File: config.mk
export PLATFORM = sky130hd
export DESIGN_NAME = wrr_bank_scheduler_flat
export DESIGN_NICKNAME = d
export VERILOG_FILES = /design/src/rtl/wrr_bank_scheduler_if.sv /design/src/rtl/wrr_bank_scheduler.sv /design/src/flat_wrapper.sv
export SDC_FILE = /design/constraint.sdc
export NUM_CORES = 1
export LEC_CHECK = 0
export ABC_AREA = 1
export CAP_MARGIN = 5
export CORE_ASPECT_RATIO = 1.25
export CORE_UTILIZATION = 31
export DETAILED_ROUTE_END_ITERATION = 16
export MAX_ROUTING_LAYER = met4
export PLACE_DENSITY = 0.64
export RECOVER_POWER = 50
export SYNTH_ARGS = -nofsm -noshare
export SYNTH_HDL_FRONTEND = slang
export SYNTH_SLANG_ARGS = --single-unit
File: constraint.sdc
create_clock -name clk -period 6.37 [get_ports clk]
set_input_delay 0.637 -clock clk [delete_from_list [all_inputs] [get_ports clk]]
set_output_delay 0.637 -clock clk [all_outputs]
set_load 0.01 [all_outputs]
File: src/rtl/wrr_bank_scheduler_if.sv
// Consumer/kernel bundle for the weighted round-robin bank scheduler.
// The master side drives requests, weights and stalls; the slave side grants.
interface wrr_bank_scheduler_if #(
    parameter int ADDR_WIDTH   = 4,
    parameter int VALUE_WIDTH  = 8,
    parameter int NCONSUMERS   = 4,
    parameter int NBANKS       = 2,
    parameter int NPORTS       = 1,
    parameter int WEIGHT_WIDTH = 4
);
    localparam int BSEL      = $clog2(NBANKS);
    localparam int LADDR     = ADDR_WIDTH - BSEL;
    localparam int IDW       = (NCONSUMERS > 1) ? $clog2(NCONSUMERS) : 1;
    localparam int NKERNELS  = NBANKS * NPORTS;
    localparam int OUT_WIDTH = 2 + LADDR + VALUE_WIDTH;

    logic [NCONSUMERS-1:0]                   req_valid;
    logic [NCONSUMERS-1:0][ADDR_WIDTH-1:0]   req_addr;
    logic [NCONSUMERS-1:0][VALUE_WIDTH-1:0]  req_value;
    logic [NCONSUMERS-1:0]                   req_we;
    logic [NCONSUMERS-1:0]                   req_ready;
    logic [NCONSUMERS-1:0][WEIGHT_WIDTH-1:0] weight;
    logic [NBANKS-1:0]                       bank_stall;
    logic [NKERNELS-1:0][OUT_WIDTH-1:0]      out;
    logic [NKERNELS-1:0][IDW-1:0]            out_id;

    modport master (
        output req_valid, req_addr, req_value, req_we,
        output weight, bank_stall,
        input  req_ready, out, out_id
    );

    modport slave (
        input  req_valid, req_addr, req_value, req_we,
        input  weight, bank_stall,
        output req_ready, out, out_id
    );
endinterface

File: src/rtl/wrr_bank_scheduler.sv
// Weighted round-robin scheduler mapping consumer requests onto banked
// PLM kernels, NPORTS grants per bank per cycle, registered outputs.
module wrr_bank_scheduler #(
    parameter int ADDR_WIDTH   = 4,
    parameter int VALUE_WIDTH  = 8,
    parameter int NCONSUMERS   = 4,
    parameter int NBANKS       = 2,
    parameter int NPORTS       = 1,
    parameter int WEIGHT_WIDTH = 4
) (
    input logic                 clk,
    input logic                 reset,
    wrr_bank_scheduler_if.slave bus
);
    localparam int BSEL      = $clog2(NBANKS);
    localparam int BW        = (BSEL > 0) ? BSEL : 1;
    localparam int LADDR     = ADDR_WIDTH - BSEL;
    localparam int IDW       = (NCONSUMERS > 1) ? $clog2(NCONSUMERS) : 1;
    localparam int NKERNELS  = NBANKS * NPORTS;
    localparam int OUT_WIDTH = 2 + LADDR + VALUE_WIDTH;

    logic [IDW-1:0]          ptr   [NBANKS];
    logic [WEIGHT_WIDTH-1:0] cnt   [NBANKS];
    logic [IDW-1:0]          ptr_d [NBANKS];
    logic [WEIGHT_WIDTH-1:0] cnt_d [NBANKS];

    logic [NCONSUMERS-1:0]            grant;
    logic [NKERNELS-1:0]              kval;
    logic [IDW-1:0]                   kid [NKERNELS];
    logic [NCONSUMERS-1:0][BW-1:0]    cbank;
    logic [NCONSUMERS-1:0][LADDR-1:0] claddr;

    logic [NKERNELS-1:0][OUT_WIDTH-1:0] out_q;
    logic [NKERNELS-1:0][IDW-1:0]       id_q;

    int                      n;
    int                      idx;
    logic                    hit;
    logic [IDW-1:0]          last;
    logic [WEIGHT_WIDTH-1:0] wm1;

    // Low address bits select the bank, the rest is the bank-local address.
    for (genvar c = 0; c < NCONSUMERS; c++) begin : g_split
        if (BSEL > 0) begin : g_banked
            assign cbank[c]  = bus.req_addr[c][BW-1:0];
            assign claddr[c] = bus.req_addr[c][ADDR_WIDTH-1:ADDR_WIDTH-LADDR];
        end else begin : g_flat
            assign cbank[c]  = '0;
            assign claddr[c] = bus.req_addr[c][LADDR-1:0];
        end
    end

    always_comb begin
        grant = '0;
        kval  = '0;
        ptr_d = ptr;
        cnt_d = cnt;
        n     = 0;
        idx   = 0;
        hit   = 1'b0;
        last  = '0;
        wm1   = '0;
        for (int k = 0; k < NKERNELS; k++) kid[k] = '0;
        for (int b = 0; b < NBANKS; b++) begin
            n    = 0;
            hit  = 1'b0;
            last = ptr[b];
            for (int i = 0; i < NCONSUMERS; i++) begin
                idx = int'(ptr[b]) + i;
                if (idx >= NCONSUMERS) idx = idx - NCONSUMERS;
                if (!bus.bank_stall[b] && bus.req_valid[idx] &&
                    int'(cbank[idx]) == b && n < NPORTS) begin
                    grant[idx]         = 1'b1;
                    kval[b*NPORTS + n] = 1'b1;
                    kid[b*NPORTS + n]  = IDW'(idx);
                    last               = IDW'(idx);
                    if (i == 0) hit = 1'b1;
                    n = n + 1;
                end
            end
            // cnt+1 < max(w,1) rewritten as cnt < max(w,1)-1 to avoid overflow
            wm1 = (bus.weight[ptr[b]] == '0) ? '0 : bus.weight[ptr[b]] - 1'b1;
            if (hit && cnt[b] < wm1) begin
                cnt_d[b] = cnt[b] + 1'b1;
            end else if (n > 0) begin
                ptr_d[b] = (int'(last) == NCONSUMERS - 1) ? '0
                                                           : IDW'(int'(last) + 1);
                cnt_d[b] = '0;
            end
        end
    end

    always_ff @(posedge clk or negedge reset) begin
        if (!reset) begin
            for (int b = 0; b < NBANKS; b++) begin
                ptr[b] <= '0;
                cnt[b] <= '0;
            end
            out_q <= '0;
            id_q  <= '0;
        end else begin
            for (int b = 0; b < NBANKS; b++) begin
                ptr[b] <= ptr_d[b];
                cnt[b] <= cnt_d[b];
            end
            for (int k = 0; k < NKERNELS; k++) begin
                if (kval[k]) begin
                    out_q[k] <= {1'b1, bus.req_we[kid[k]],
                                 claddr[kid[k]], bus.req_value[kid[k]]};
                    id_q[k]  <= kid[k];
                end else begin
                    out_q[k][OUT_WIDTH-1] <= 1'b0;
                end
            end
        end
    end

    assign bus.req_ready = grant & {NCONSUMERS{reset}};
    assign bus.out       = out_q;
    assign bus.out_id    = id_q;
endmodule

File: src/flat_wrapper.sv
// flat-port wrapper written by rule: the top's interface ports become plain ports
module wrr_bank_scheduler_flat 
#(
    parameter int ADDR_WIDTH   = 4,
    parameter int VALUE_WIDTH  = 8,
    parameter int NCONSUMERS   = 4,
    parameter int NBANKS       = 2,
    parameter int NPORTS       = 1,
    parameter int WEIGHT_WIDTH = 4
)
  (clk, reset, bus_req_valid, bus_req_addr, bus_req_value, bus_req_we, bus_weight, bus_bank_stall, bus_req_ready, bus_out, bus_out_id);
  wrr_bank_scheduler_if #(.ADDR_WIDTH(ADDR_WIDTH), .VALUE_WIDTH(VALUE_WIDTH), .NCONSUMERS(NCONSUMERS), .NBANKS(NBANKS), .NPORTS(NPORTS), .WEIGHT_WIDTH(WEIGHT_WIDTH)) bus_i ();
  input logic clk;
  input logic reset;
  input wire logic [$bits(bus_i.req_valid)-1:0] bus_req_valid;
  input wire logic [$bits(bus_i.req_addr)-1:0] bus_req_addr;
  input wire logic [$bits(bus_i.req_value)-1:0] bus_req_value;
  input wire logic [$bits(bus_i.req_we)-1:0] bus_req_we;
  input wire logic [$bits(bus_i.weight)-1:0] bus_weight;
  input wire logic [$bits(bus_i.bank_stall)-1:0] bus_bank_stall;
  output wire logic [$bits(bus_i.req_ready)-1:0] bus_req_ready;
  output wire logic [$bits(bus_i.out)-1:0] bus_out;
  output wire logic [$bits(bus_i.out_id)-1:0] bus_out_id;
  assign bus_i.req_valid = bus_req_valid;
  assign bus_i.req_addr = bus_req_addr;
  assign bus_i.req_value = bus_req_value;
  assign bus_i.req_we = bus_req_we;
  assign bus_i.weight = bus_weight;
  assign bus_i.bank_stall = bus_bank_stall;
  assign bus_req_ready = bus_i.req_ready;
  assign bus_out = bus_i.out;
  assign bus_out_id = bus_i.out_id;
  wrr_bank_scheduler #(.ADDR_WIDTH(ADDR_WIDTH), .VALUE_WIDTH(VALUE_WIDTH), .NCONSUMERS(NCONSUMERS), .NBANKS(NBANKS), .NPORTS(NPORTS), .WEIGHT_WIDTH(WEIGHT_WIDTH)) u_core (.clk(clk), .reset(reset), .bus(bus_i));
endmodule
# == After elaboration in Yosys (flattened, before gate mapping) ==
# Index checks and enable logic that the tools add are counted.
# classes
addsub,26
magnitude_cmp,62
eq_ne,2
n_mux,169
bitwise,26
reduce_logical,52
# op_table
operator,count
$mux W32,14
$ge A32 B1 Y1 const B,13
$lt A32 B4 Y1 const B,8
$ge A32 B2 Y1 const B,6
$ge A32 B4 Y1 const B,6
$lt A32 B1 Y1 const B,6
$sub A32 B4 Y32 const B,6
$lt A32 B3 Y1 const B,5
$not A32 Y32,5
$lt A32 B2 Y1 const B,4
$mux W4,22
$add A2 B32 Y32 const A,2
$add A32 B2 Y32 const B,2
$gt A32 B1 Y1 const B,2
$mux W1,55
$mux W2,24
$logic_and A1 B1 Y1,44
$bmux W1 S2,18
$bmux W8 S2,2
$not A1 Y32,1
$or A4 B4 Y4,7
$bwmux W4,6
$bmux W4 S2,2
$demux W1 S2,8
28 further kinds,69
# word_totals
reg_bits,42
inputBits,76
out_inout_bits,34
elab_cells,347

# == Logic depth before layout (Yosys ltp) ==
# depth
word_depth,30
depth_mapped,25

# == Worst setup path after synthesis ==
# Ideal clock, no wire load.
# synth_path
path_kind,reg-to-output
start,register u_core.ptr[0] in the netlist's numbering
end,output bus_req_ready[0]
arrival_ns,2.454
t_required_ns,5.733
setup_slack_ns,3.279
stages_incl_launch_ff,19
n_path_buf,2
cell_sequence,dfrtp_1 buf_4 inv_2 buf_4 ha_1 inv_1 nand2_1 nand3_2 nand3_4 inv_1 ha_1 inv_1 nor2_1 nand3_4 o211ai_1 nor2_1 o2111ai_1 nand2_1 inv_1
# synth_between
elab_chain_len,18
elab_cells_between_ends,87
classes_between,add/sub: 9; order compare: 15; mux: 43; bitwise: 5; reduce/logical: 15
# synth_lines
item,line,rtl
from (decl),wrr_bank_scheduler.sv:22,logic [IDW-1:0] ptr [NBANKS];
"from (signal, indexed assignment)",wrr_bank_scheduler.sv:103,ptr[b] <= ptr_d[b];
"parallel branches: the longest is 16 deep, another holds $sub A32 B4 Y32",-,
$mux W4 *,wrr_bank_scheduler.sv:71,if (!bus.bank_stall[b] && bus.req_valid[idx] &&
$and A4 B4 Y4 *,wrr_bank_scheduler.sv:118,assign bus.req_ready = grant & {NCONSUMERS{reset}};
to (decl),flat_wrapper.sv:21,output wire logic [$bits(bus_i.req_ready)-1:0] bus_req_ready;
# Mark *: on every way between the ends. The select of a mux whose other input is x is not followed.

# == Worst setup path in the final report ==
# layout_path
start,register u_core.ptr[0] in the netlist's numbering
end,output bus_req_ready[2]
# The elaborated chain is that of the path after synthesis.

==> results.md <==
* Place WS at 1.840 ns
* Least-Margin Pin Slew at approximately 2.5 ns
* Post-Syn Area per Cell at a little over 6 um2
* Antenna viol nets, final at 0
* Mapped Area at between 4000 and 5000 um2
* GRT Overall Usage at a little under a fifth
* Startpoint types: flip-flop
* Sequential fraction of the synthesis area at 22.89%
* CP bufs+invs at 6
* Global-route wire length before repair at 22.47 mm
* Crit path cell chain: inv_2 > ha_1 > inv_1 > nand2_1 > nand3_2 > nand3_4 > inv_1 > ha_1 > inv_1 > nor2_1 > nand3_4 > o211ai_1 > nor2_1 > o2111ai_1 > nand2_1 > inv_1 > clkdlybuf4s50_1
* Final setup fails at 0
* Post-Synthesis Cells at about 740
* Largest net degree at the start of global routing at 47
* Max cap viols at 1
* Worst IR drop on VDD at roughly 0.22 mV
* Site Rows at between 40 and 50
* Setup Buffers After CTS at 0
* Reg area at 1051 um2
* Clk Tree Root Cell: clkbuf_16
* CP delay by family, top: buffers and inverters
* CP required at about 5.7 ns
* Post-Syn Nets at approximately 840
* Grt total ovfl at 0
* Clk sink count at 42
* Slew HR at -69.34%
* Fin Clk Skew at between 0.005 and 0.006 ns
* CTS tree: built
* Vias in the first global route at about 4600
* CP endpoint kind: output port
* Initial antenna violation count at 0
* Outcome: finished, violations left
* Biggest cell delay along the critical path at about 0.8 ns
* Max Root-Sink Buffers at 2
* Die area at between 15000 and 20000 um2
* Area of the multi-input gates at about 2900 um2
* Initial Util at a little under a third
* Avg WL per Cell at 13.77 um
* Setup ws final at ~1.8 ns
* Library cells used by synthesis at 40
* Final nets at a little over 900
* Min Clock Period, post-route at ~4.6 ns
* Max-slew violation count at 47
* Cts repair resizes at 0
* Most frequent CP cell: inv_1
* CP arrival at 3.97 ns
* Die W at roughly 110 um
* # IOs at 110
* CTS buffer count at 5
* CP max FO at 22
* H-tree levels at 2
* Worst setup path class: reg2out
* Total wire length at about 14 mm
* Clock transition at path regs at 0.06 ns
* Failing checks: max-capacitance violations, max-slew violations
* DRC viols at 0
* Final Cycle Share at roughly 72%
* DR vias/cell at roughly 4.9
* Iter 0 DRT Violations at 355
* Cell Pwr Density at 586.5 nW/um2
* Drt pass-1 iters at 7
* Fillcell total at about 1500
* FFs w/ async S/R, synth at between 90% and 100%
* Worst path slowest cell: dfrtp_1
* Number of flops mapped to enable cells by yosys at 0
* Yosys warnings at 0
* Diode count at 0
* Final Hold Viols at 0
* Hold buffer count at CTS at 0
* Via count at 4954
* RSZ-0062 raised after global routing: no
* Placed wire-length estimate at 10.46 mm
* Layout area overhead at 27.28%
* Layout cells sized above 1 at 6.401%
* Die Y at between 100 and 150 um
* # port buffers at 109
* Max Fclk at between 200 and 250 MHz
* Final GP Congestion at 0.9746
* Synthesized flop and latch total at 42
* Setup Total Neg Slack at 0 ns
* CORE AREA at around 14000 um2
* Min-Delay Path Class: reg2reg
* Ys flop type: dfrtp_1
* Leak Pwr at around 3.1 nW
* Worst skew pair latency at around 0.29 ns
[final timing paths]
path	from	endpoint	slack, ns	depth (start not counted)
max	u_core.ptr[0]$_DFFE_PN0P_	bus_req_ready[2]	1.76	17
min	u_core.bus.out[6]$_DFFE_PN0P_	u_core.bus.out[6]$_DFFE_PN0P_	0.47	2
max reg2reg	u_core.ptr[0]$_DFFE_PN0P_	u_core.bus.out[14]$_DFFE_PN0P_	1.77	21
min reg2reg	u_core.bus.out[6]$_DFFE_PN0P_	u_core.bus.out[6]$_DFFE_PN0P_	0.47	2
max in group asynchronous	reset	u_core.bus.out[9]$_DFFE_PN0P_	3.69	2
min in group asynchronous	reset	u_core.bus.out[24]$_DFFE_PN0P_	1.22	2
[metrics by stage]
stage	total power, mW	std cells	cell area [um2]	util, %	hold WS, ns
after floorplan	2.555	738	4592	-	0.3414
after global placement	3.153	998	5697	39.54	0.4636
after detailed placement	3.187	998	5697	39.54	0.4677
after CTS	3.465	1006	5848	40.59	0.4661
after global routing	3.789	1006	5844	40.56	0.4939
final	3.428	1006	5844	40.56	0.4740
[synthesized netlist by cell type (4+ instances only)]
master	n	share of area [%]
nand2_4	5	1.2
inv_1	103	8.4
o21ai_1	13	1.4
nand3_1	131	14
nor2_1	17	1.4
nand3_2	6	1.3
o21ai_0	17	1.9
dfrtp_1	42	23
nand3_4	4	1.5
buf_2	13	1.4
a211oi_1	4	0.65
buf_4	6	0.98
ha_1	28	7.6
a21oi_1	17	1.9
xor2_1	5	0.95
buf_6	10	2.5
inv_2	12	0.98
o2111ai_1	4	0.76
nand2_1	265	22
[routing by layer]
metal | GRT usage [%] | part of all wire [%]
met1 | 23.94 | 44
met5 | - | 0
met4 | 7.018 | 3.0
met2 | 28.70 | 46
met3 | 2.762 | 6.6
[flip-flops by register name, indices dropped and copies added, names as in the netlist]
register,flops
u_core.bus.out,26
u_core.cnt,8
u_core.bus.out_id,4
u_core.ptr,4
[tightest hold or removal path, stage by stage (launching register included)]
cell     delay (ns)
dfrtp_1        0.33
nand2_1        0.06
nand2_1        0.05
[placed cells by master, fill, tap and decap left out, types with 2 or more instances in the layout]
| cell type | instances |
|---|---|
| inv_1 | 103 |
| inv_2 | 12 |
| nor2_2 | 3 |
| nand3_1 | 131 |
| clkbuf_16 | 5 |
| nand2_1 | 265 |
| o22ai_1 | 3 |
| xor2_1 | 5 |
| nor2_1 | 17 |
| nor2_4 | 2 |
| nand2_2 | 3 |
| xnor2_1 | 3 |
| nand3_2 | 6 |
| dfrtp_1 | 42 |
| a211oi_1 | 4 |
| dlygate4sd3_1 | 17 |
| nand4_1 | 2 |
| buf_4 | 2 |
| o211ai_1 | 3 |
| o21ai_0 | 17 |
| ha_1 | 28 |
| nand2_4 | 5 |
| o2111ai_1 | 4 |
| nand3_4 | 4 |
| clkdlybuf4s50_1 | 91 |
| o21ai_1 | 13 |
| a21oi_1 | 17 |
| conb_1 | 2 |
| a22oi_1 | 3 |
[kinds of logic after synthesis]
kind of cell	after synthesis	share of synthesized area, %
DFF	42	22.89
adders and majority gates	28	7.630
and+or+nand+nor	442	44.33
xor gates and xnor gates	8	1.526
buffers and inverters	147	14.66
other	2	0.1635
AOI/OAI and AO/OA	69	8.801
[report_power, final]
group,internal [mW],total [mW],switching [mW]
clock network,0.155,0.265,0.110
logic,0.910,2.65,1.74
registers,0.404,0.516,0.112
[cell type report]
type	count	share of cell area, %
multi-input cells	549	49.07
repair buffers	112	18.90
flip-flops and latches	42	17.98
inverters	117	7.643
well taps	178	3.811
clock buffers	6	2.376
clock inverters	2	0.2141
(Power assumes the default switching activity.)
